$ cat src/rtl/mem_bus_pkg.sv
// Shared definitions for the memory initiator: write-strobe encodings, FSM state type
// and the request legality rule.
package mem_bus_pkg;

  localparam logic [3:0] WSTRB_READ = 4'b0000;
  localparam logic [3:0] WSTRB_WORD = 4'b1111;

  typedef enum logic [1:0] {
    ST_IDLE     = 2'd0,
    ST_BUS_WAIT = 2'd1,
    ST_RESPOND  = 2'd2
  } init_state_e;

  // Only word-aligned reads and full-word writes are issued on the bus.
  function automatic logic req_is_legal(input logic [1:0] addr_lo, input logic [3:0] wstrb);
    return (addr_lo == 2'b00) && ((wstrb == WSTRB_READ) || (wstrb == WSTRB_WORD));
  endfunction

endpackage

$ cat src/rtl/mem_initiator_if.sv
// Core-request, response and responder-bus signals of the memory initiator.
// master = the initiator's view, slave = the core/responder environment's view.
interface mem_initiator_if;

  logic        req_valid;
  logic        req_ready;
  logic [31:0] req_addr;
  logic [31:0] req_wdata;
  logic [3:0]  req_wstrb;

  logic        resp_valid;
  logic [31:0] resp_rdata;
  logic        resp_err;

  logic        mem_valid;
  logic        mem_ready;
  logic [31:0] mem_addr;
  logic [31:0] mem_wdata;
  logic [3:0]  mem_wstrb;
  logic [31:0] mem_rdata;

  modport master (
    input  req_valid, req_addr, req_wdata, req_wstrb, mem_ready, mem_rdata,
    output req_ready, resp_valid, resp_rdata, resp_err,
           mem_valid, mem_addr, mem_wdata, mem_wstrb
  );

  modport slave (
    output req_valid, req_addr, req_wdata, req_wstrb, mem_ready, mem_rdata,
    input  req_ready, resp_valid, resp_rdata, resp_err,
           mem_valid, mem_addr, mem_wdata, mem_wstrb
  );

endinterface

$ cat src/rtl/mem_initiator.sv
// Single-outstanding memory initiator: accepts one core request, runs one bus cycle
// with a wait-state timeout and returns a one-cycle response pulse.
//
//   state       | meaning
//   ST_IDLE     | ready for a request, bus idle
//   ST_BUS_WAIT | mem_valid held, waiting for mem_ready or timeout
//   ST_RESPOND  | resp_valid pulse, bus idle for one cycle
module mem_initiator
  import mem_bus_pkg::*;
#(
  parameter int TIMEOUT_CYCLES = 255
) (
  input  logic            clk,
  input  logic            reset,
  mem_initiator_if.master bus
);

  localparam int CNT_W = (TIMEOUT_CYCLES > 2) ? $clog2(TIMEOUT_CYCLES) : 1;
  localparam logic [CNT_W-1:0] CNT_LAST = CNT_W'(TIMEOUT_CYCLES - 1);

  init_state_e      state_q, state_d;
  logic [CNT_W-1:0] cnt_q, cnt_d;
  logic [31:0]      addr_q, addr_d;
  logic [31:0]      wdata_q, wdata_d;
  logic [3:0]       wstrb_q, wstrb_d;
  logic [31:0]      rdata_q, rdata_d;
  logic             err_q, err_d;
  logic             accept;

  always_ff @(posedge clk) begin
    if (reset) begin
      state_q <= ST_IDLE;
      cnt_q   <= '0;
      addr_q  <= '0;
      wdata_q <= '0;
      wstrb_q <= '0;
      rdata_q <= '0;
      err_q   <= 1'b0;
    end else begin
      state_q <= state_d;
      cnt_q   <= cnt_d;
      addr_q  <= addr_d;
      wdata_q <= wdata_d;
      wstrb_q <= wstrb_d;
      rdata_q <= rdata_d;
      err_q   <= err_d;
    end
  end

  assign accept = bus.req_valid && bus.req_ready;

  always_comb begin
    state_d = state_q;
    cnt_d   = cnt_q;
    addr_d  = addr_q;
    wdata_d = wdata_q;
    wstrb_d = wstrb_q;
    rdata_d = rdata_q;
    err_d   = err_q;

    unique case (state_q)
      ST_IDLE: begin
        if (accept) begin
          addr_d  = bus.req_addr;
          wdata_d = bus.req_wdata;
          wstrb_d = bus.req_wstrb;
          cnt_d   = '0;
          if (req_is_legal(bus.req_addr[1:0], bus.req_wstrb)) begin
            state_d = ST_BUS_WAIT;
          end else begin
            state_d = ST_RESPOND;
            rdata_d = '0;
            err_d   = 1'b1;
          end
        end
      end

      ST_BUS_WAIT: begin
        // A completion in the last allowed cycle beats the timeout.
        if (bus.mem_ready) begin
          state_d = ST_RESPOND;
          err_d   = 1'b0;
          rdata_d = (wstrb_q == WSTRB_READ) ? bus.mem_rdata : '0;
        end else if (cnt_q == CNT_LAST) begin
          state_d = ST_RESPOND;
          err_d   = 1'b1;
          rdata_d = '0;
        end else begin
          cnt_d = cnt_q + CNT_W'(1);
        end
      end

      ST_RESPOND: begin
        state_d = ST_IDLE;
      end

      default: begin
        state_d = ST_IDLE;
      end
    endcase
  end

  // Gated by reset so an aborted transaction never shows a pulse or an accept.
  assign bus.req_ready  = (state_q == ST_IDLE) && !reset;
  assign bus.resp_valid = (state_q == ST_RESPOND) && !reset;
  assign bus.resp_rdata = rdata_q;
  assign bus.resp_err   = err_q;
  assign bus.mem_valid  = (state_q == ST_BUS_WAIT);
  assign bus.mem_addr   = addr_q;
  assign bus.mem_wdata  = wdata_q;
  assign bus.mem_wstrb  = wstrb_q;

endmodule

$ cat src/flat_wrapper.sv
// flat-port wrapper written by rule: the top's interface ports become plain ports
module mem_initiator_flat import mem_bus_pkg::*;
#(
  parameter int TIMEOUT_CYCLES = 255
)
  (clk, reset, bus_req_valid, bus_req_addr, bus_req_wdata, bus_req_wstrb, bus_mem_ready, bus_mem_rdata, bus_req_ready, bus_resp_valid, bus_resp_rdata, bus_resp_err, bus_mem_valid, bus_mem_addr, bus_mem_wdata, bus_mem_wstrb);
  mem_initiator_if bus_i ();
  input  logic clk;
  input  logic reset;
  input wire logic [$bits(bus_i.req_valid)-1:0] bus_req_valid;
  input wire logic [$bits(bus_i.req_addr)-1:0] bus_req_addr;
  input wire logic [$bits(bus_i.req_wdata)-1:0] bus_req_wdata;
  input wire logic [$bits(bus_i.req_wstrb)-1:0] bus_req_wstrb;
  input wire logic [$bits(bus_i.mem_ready)-1:0] bus_mem_ready;
  input wire logic [$bits(bus_i.mem_rdata)-1:0] bus_mem_rdata;
  output wire logic [$bits(bus_i.req_ready)-1:0] bus_req_ready;
  output wire logic [$bits(bus_i.resp_valid)-1:0] bus_resp_valid;
  output wire logic [$bits(bus_i.resp_rdata)-1:0] bus_resp_rdata;
  output wire logic [$bits(bus_i.resp_err)-1:0] bus_resp_err;
  output wire logic [$bits(bus_i.mem_valid)-1:0] bus_mem_valid;
  output wire logic [$bits(bus_i.mem_addr)-1:0] bus_mem_addr;
  output wire logic [$bits(bus_i.mem_wdata)-1:0] bus_mem_wdata;
  output wire logic [$bits(bus_i.mem_wstrb)-1:0] bus_mem_wstrb;
  assign bus_i.req_valid = bus_req_valid;
  assign bus_i.req_addr = bus_req_addr;
  assign bus_i.req_wdata = bus_req_wdata;
  assign bus_i.req_wstrb = bus_req_wstrb;
  assign bus_i.mem_ready = bus_mem_ready;
  assign bus_i.mem_rdata = bus_mem_rdata;
  assign bus_req_ready = bus_i.req_ready;
  assign bus_resp_valid = bus_i.resp_valid;
  assign bus_resp_rdata = bus_i.resp_rdata;
  assign bus_resp_err = bus_i.resp_err;
  assign bus_mem_valid = bus_i.mem_valid;
  assign bus_mem_addr = bus_i.mem_addr;
  assign bus_mem_wdata = bus_i.mem_wdata;
  assign bus_mem_wstrb = bus_i.mem_wstrb;
  mem_initiator #(.TIMEOUT_CYCLES(TIMEOUT_CYCLES)) u_core (.clk(clk), .reset(reset), .bus(bus_i));
endmodule
$ cat config.mk
export PLATFORM = sky130hd
export DESIGN_NAME = mem_initiator_flat
export DESIGN_NICKNAME = d
export VERILOG_FILES = /design/src/rtl/mem_bus_pkg.sv /design/src/rtl/mem_initiator_if.sv /design/src/rtl/mem_initiator.sv /design/src/flat_wrapper.sv
export SDC_FILE = /design/constraint.sdc
export NUM_CORES = 1
export LEC_CHECK = 0
export CAP_MARGIN = 15
export CORE_ASPECT_RATIO = 1.4
export CORE_UTILIZATION = 25
export CTS_BUF_LIST = sky130_fd_sc_hd__clkbuf_16
export DETAILED_ROUTE_END_ITERATION = 7
export PLACE_DENSITY_LB_ADDON = 0.2
export SETUP_SLACK_MARGIN = 0.2
export SLEW_MARGIN = 20
export SYNTH_ARGS = -nofsm -noshare
export SYNTH_HDL_FRONTEND = slang
export SYNTH_SLANG_ARGS = --single-unit
$ cat constraint.sdc
create_clock -name clk -period 2.8 [get_ports clk]
set_input_delay 0.84 -clock clk [delete_from_list [all_inputs] [get_ports clk]]
set_output_delay 0.84 -clock clk [all_outputs]
set_load 0.02 [all_outputs]
# [Yosys cells after proc, flatten, opt, wreduce, memory -nomap -nowiden]
# Index checks and enable logic that the tools add are counted.
[op_classes] add_sub_neg=1 eq_ne=9 n_mux=20 n_reduce_logical=15
[op_table] operator="32-bit two-way mux" count=5
[op_table] operator="32-bit case mux with 2 select lines" count=1
[op_table] operator="8-bit two-way mux" count=3
[op_table] operator="8-bit case mux with 2 select lines" count=1
[op_table] operator="8-bit by 1-bit adder with 8-bit output (second input constant)" count=1
[op_table] operator="8-bit == test (second input constant)" count=1
[op_table] operator="4-bit logical NOT" count=2
[op_table] operator="2-bit two-way mux" count=4
[op_table] operator="4-bit AND reduction" count=2
[op_table] operator="2-bit inequality test (second input constant)" count=3
[op_table] operator="4-bit == test (second input constant)" count=1
[op_table] operator="1-bit logical AND" count=4
[op_table] operator="2-bit logical NOT" count=2
[op_table] operator="1-bit two-way mux" count=4
[op_table] operator="2-bit case mux with 2 select lines" count=1
[op_table] operator="2-bit AND reduction" count=2
[op_table] operator="3-bit by 2-bit inequality test with 1-bit output (second input constant)" count=1
[op_table] operator="2-bit by 1-bit == test with 1-bit output (second input constant)" count=1
[op_table] operator="2-bit == test (second input constant)" count=1
[op_table] operator="2-bit by 1-bit inequality test with 1-bit output (second input constant)" count=1
[op_table] operator="1-bit case mux with 2 select lines" count=1
[op_table] operator="2-bit nonzero test" count=1
[op_table] operator="1-bit logical NOT" count=1
[op_table] operator="1-bit logical OR" count=1
[totals] ff_bits=111 in_bits=104 elab_cells=52

# [Longest topological paths before layout]
[logic_depth] depth_word=6 depth_mapped=7

# [Worst setup path before layout]
# Ideal clock, no wire load.
[synth_path] kind="input -> output" startpoint="input reset" endpoint="output bus_resp_valid" t_arrival_ns=1.793 t_required_ns=1.960 path_slack_ns=0.167 path_stages=4 path_buffers=2 path_cell_list="clkbuf_1 clkinv_1 clkbuf_1 and3_1"
[synth_between] elab_chain_len=2
[synth_lines] element="start: declaration" line="flat_wrapper.sv:9" source="input logic reset;"
[synth_lines] element="1-bit logical NOT" line="mem_initiator.sv:105" source="assign bus.resp_valid = (state_q == ST_RESPOND) && !reset;"
[synth_lines] element="1-bit logical AND" line="mem_initiator.sv:105"
[synth_lines] element="end: declaration" line="flat_wrapper.sv:17" source="output wire logic [$bits(bus_i.resp_valid)-1:0] bus_resp_valid;"
# Every way passes these cells.

# [Worst setup path in the final report]
[layout_path] startpoint="input reset" endpoint="output bus_req_ready"
[layout_between] elab_chain_len=2
[layout_lines] element="1-bit logical NOT" line="mem_initiator.sv:104" source="assign bus.req_ready = (state_q == ST_IDLE) && !reset;"
[layout_lines] element="1-bit logical AND" line="mem_initiator.sv:104"
[layout_lines] element="end: declaration" line="flat_wrapper.sv:16" source="output wire logic [$bits(bus_i.req_ready)-1:0] bus_req_ready;"
# Every way passes these cells.

==> impl_metrics.toml <==
[run_status]
status = "finished clean"

[placed_design]
gp_congestion = 0.760
io_buffers = 207
place_area_sq_mm = 0.00624
hpwl_microns = 8190
place_ws_ps = -286

[synthesis]
synth_top_area_share_pct = 56.4
ys_seq_area_share_pct = 56.4
syn_area_sq_mm = 0.00394
syn_inst = 443
synthTopCellsByCount = "nand2_1, dfxtp_1, o21ai_0, a22o_1, clkbuf_1"
async_flop_share_pct = 0
yosysMostFrequentCell = "nand2_1"
synth_seq_cells = 111
synth_edf_count = 0
synth_top_cell_by_area = "dfxtp_1"
syn_area_per_cell_sq_um = 8.89
synthTopCellsByArea = "dfxtp_1, nand2_1, o21ai_0"
yosysUniqueCellTypes = 34
ys.flop_type = "dfxtp_1"
yosys_warnings = 0
syn-num-nets = 549

[floorplanning]
die_y_microns = 151
rows = 53
io_pins = 208
start_util_pct = 25.9
die_w_microns = 108
core_sq_mm = 0.0152
die_area_sq_mm = 0.0163

[drt]
vias = 3806
wirelength_microns = 11700
wl_per_cell_microns = 14.0
vias_per_cell = 4.55
drtAntennaViolNets = 0
drt_iter0_markers = 192
drc = 0
dr.pass1.iters = 4

[sta]
rsz0062_at_grt = "true"
tightest_slew_ps = 776
skew_ps = 6.45
finalCriticalPeriod_ps = 2520
maxSlewHeadroom_pct = 48.3
slew_viol_final = 0
max_freq_mhz = 396
finalCritPeriodShare_pct = 90.1
report.final.setup_viol = 0
worst_slack_ps = 276
hold_viol = 0

[grt]
grt_overflow = 0
grt_pass1_vias = 3590
grt.total_usage_pct = 14.2
grt_pass1_wl_microns = 17800
antenna_found_initial = 0
grt_max_degree = 69

[job]
max-cap-violations = 0

[clocking]
cts.path.max_buffers = 2
clk_pin_slew_ps = 70
clk_latency_ps = 350
cts_tree = "done"
numCtsBuffers = 9
cts_setup_buffers = 0
cts-root-buf = "clkbuf_16"
clock-sinks = 111
cts_max_level = 3

[critical_path]
cp_max_fo = 3
endpoint = "bus_req_ready"
start_kind = "primary input"
r2r-start = "u_core.state_q[1]"
rr_worst_depth = 4
critical_path_class = "primary input to output port"
arrival_ps = 1680
cp-startpoint = "reset"
end_kind = "output port"
rrSetupSlack_ps = 950
r2r-end = "u_core.cnt_q[1]"
cp_data_required_time_ps = 1960

[finish]
multi_input_area_sq_mm = 0.00156
synthToLayoutAreaGrowth_pct = 65.4
nNetsFinal = 745
diodes = 0
nFillCells = 1478
final_cell_area_sq_mm = 0.00652
regArea_sq_mm = 0.00222
drive_above_1_share_pct = 4.50

[power_and_ir_drop]
power.density_mw_per_mm2 = 533
cellLeakagePower_nw = 2.40
ir_worst_vdd_mv = 0.269

[worst_hold_path]
hold_depth = 2
hold_path_class = "register to register"
==> metrics by stage <==
step	total power, mW	hold WS [ps]	TNS (ps)	utilization [%]	cells
final	3.47	454	0	42.9	836
after global routing	3.64	476	0	42.9	836
after CTS	3.54	461	0	42.9	836
after detailed placement	2.31	450	-511	41.1	820
after global placement	2.31	442	-533	41.1	820
after floorplan	1.95	453	0	-	443
==> worst min path at each step <==
stage	endpoint	slack (ps)	start
3_5_place_dp	u_core.bus.mem_addr[23]	450	u_core.bus.mem_addr[23]
4_1_cts	u_core.bus.mem_wdata[18]	460	u_core.bus.mem_wdata[18]
5_1_grt	u_core.bus.mem_addr[2]	480	u_core.bus.mem_addr[2]
6_report	u_core.bus.mem_addr[2]	450	u_core.bus.mem_addr[2]
2_1_floorplan	u_core.cnt_q[5]	450	u_core.cnt_q[5]
3_3_place_gp	u_core.bus.mem_addr[2]	440	u_core.bus.mem_addr[2]
==> flip-flops by register name (all words and copies together), names as in the netlist <==
register	count
u_core.bus.resp_err	1
u_core.state_q	2
u_core.bus.resp_rdata	32
u_core.bus.mem_wdata	32
u_core.bus.mem_wstrb	4
u_core.cnt_q	8
u_core.bus.mem_addr	32
==> cells in the final DEF, fill, tap and decap left out, drive strengths merged, types with 4 or more instances in the layout <==
cell	count
a21oi	5
a22o	32
buf	10
clkbuf	9
clkdlybuf4s50	204
dfxtp	111
inv	7
mux2i	4
nand2	142
nand3	4
nor2	4
o21ai	70
or3	4
==> power by group <==
group	leakage, nW	internal [mW]	total, mW	switching (mW)
clock	0.131	0.606	1.20	0.595
combinational	1.36	0.308	0.570	0.262
sequential	0.910	1.66	1.70	0.0436
total	2.40	2.57	3.47	0.901
==> timing repair <==
action	4_1_cts	5_1_grt
setup endpoints to repair	2	2
gates resized for setup	4	2
hold buffers	0	0
pin swaps	0	0
==> critical path: stages <==
cell,delay [ps]
dlygate4sd2_1,280
nor3_1,210
dlygate4sd1_1,360
==> routing by layer <==
| metal | wire length (microns) | GRT usage (%) | up-vias | part of all wire (%) |
|---|---|---|---|---|
| met4 | 155 | 5.48 | 0 | 1.3 |
| met2 | 5450 | 23.6 | 172 | 47 |
| met1 | 4800 | 16.0 | 1714 | 41 |
| met5 | 0 | 0 | - | 0 |
| li1 | - | - | 1908 | - |
| met3 | 1270 | 5.71 | 12 | 11 |
==> area by class of cell <==
| cell class | count | area share, % |
|---|---|---|
| timing repair buffer | 217 | 33.9 |
| tap | 192 | 3.69 |
| clock buffer | 9 | 3.46 |
| sequential | 111 | 34.1 |
| inverter | 4 | 0.230 |
| clock inverter | 7 | 0.749 |
| multi-input combinational | 296 | 23.9 |
==> kinds of logic after synthesis <==
family	after synthesis	share of synthesized area, %
AO/OA/AOI/OAI	117	19.2
adder cells (fa/ha/maj)	2	0.635
buffers and inverters	36	4.32
flip-flops	111	56.4
multiplexers	4	1.02
AND/OR/NAND/NOR	173	18.5
(Power assumes the default switching activity.)
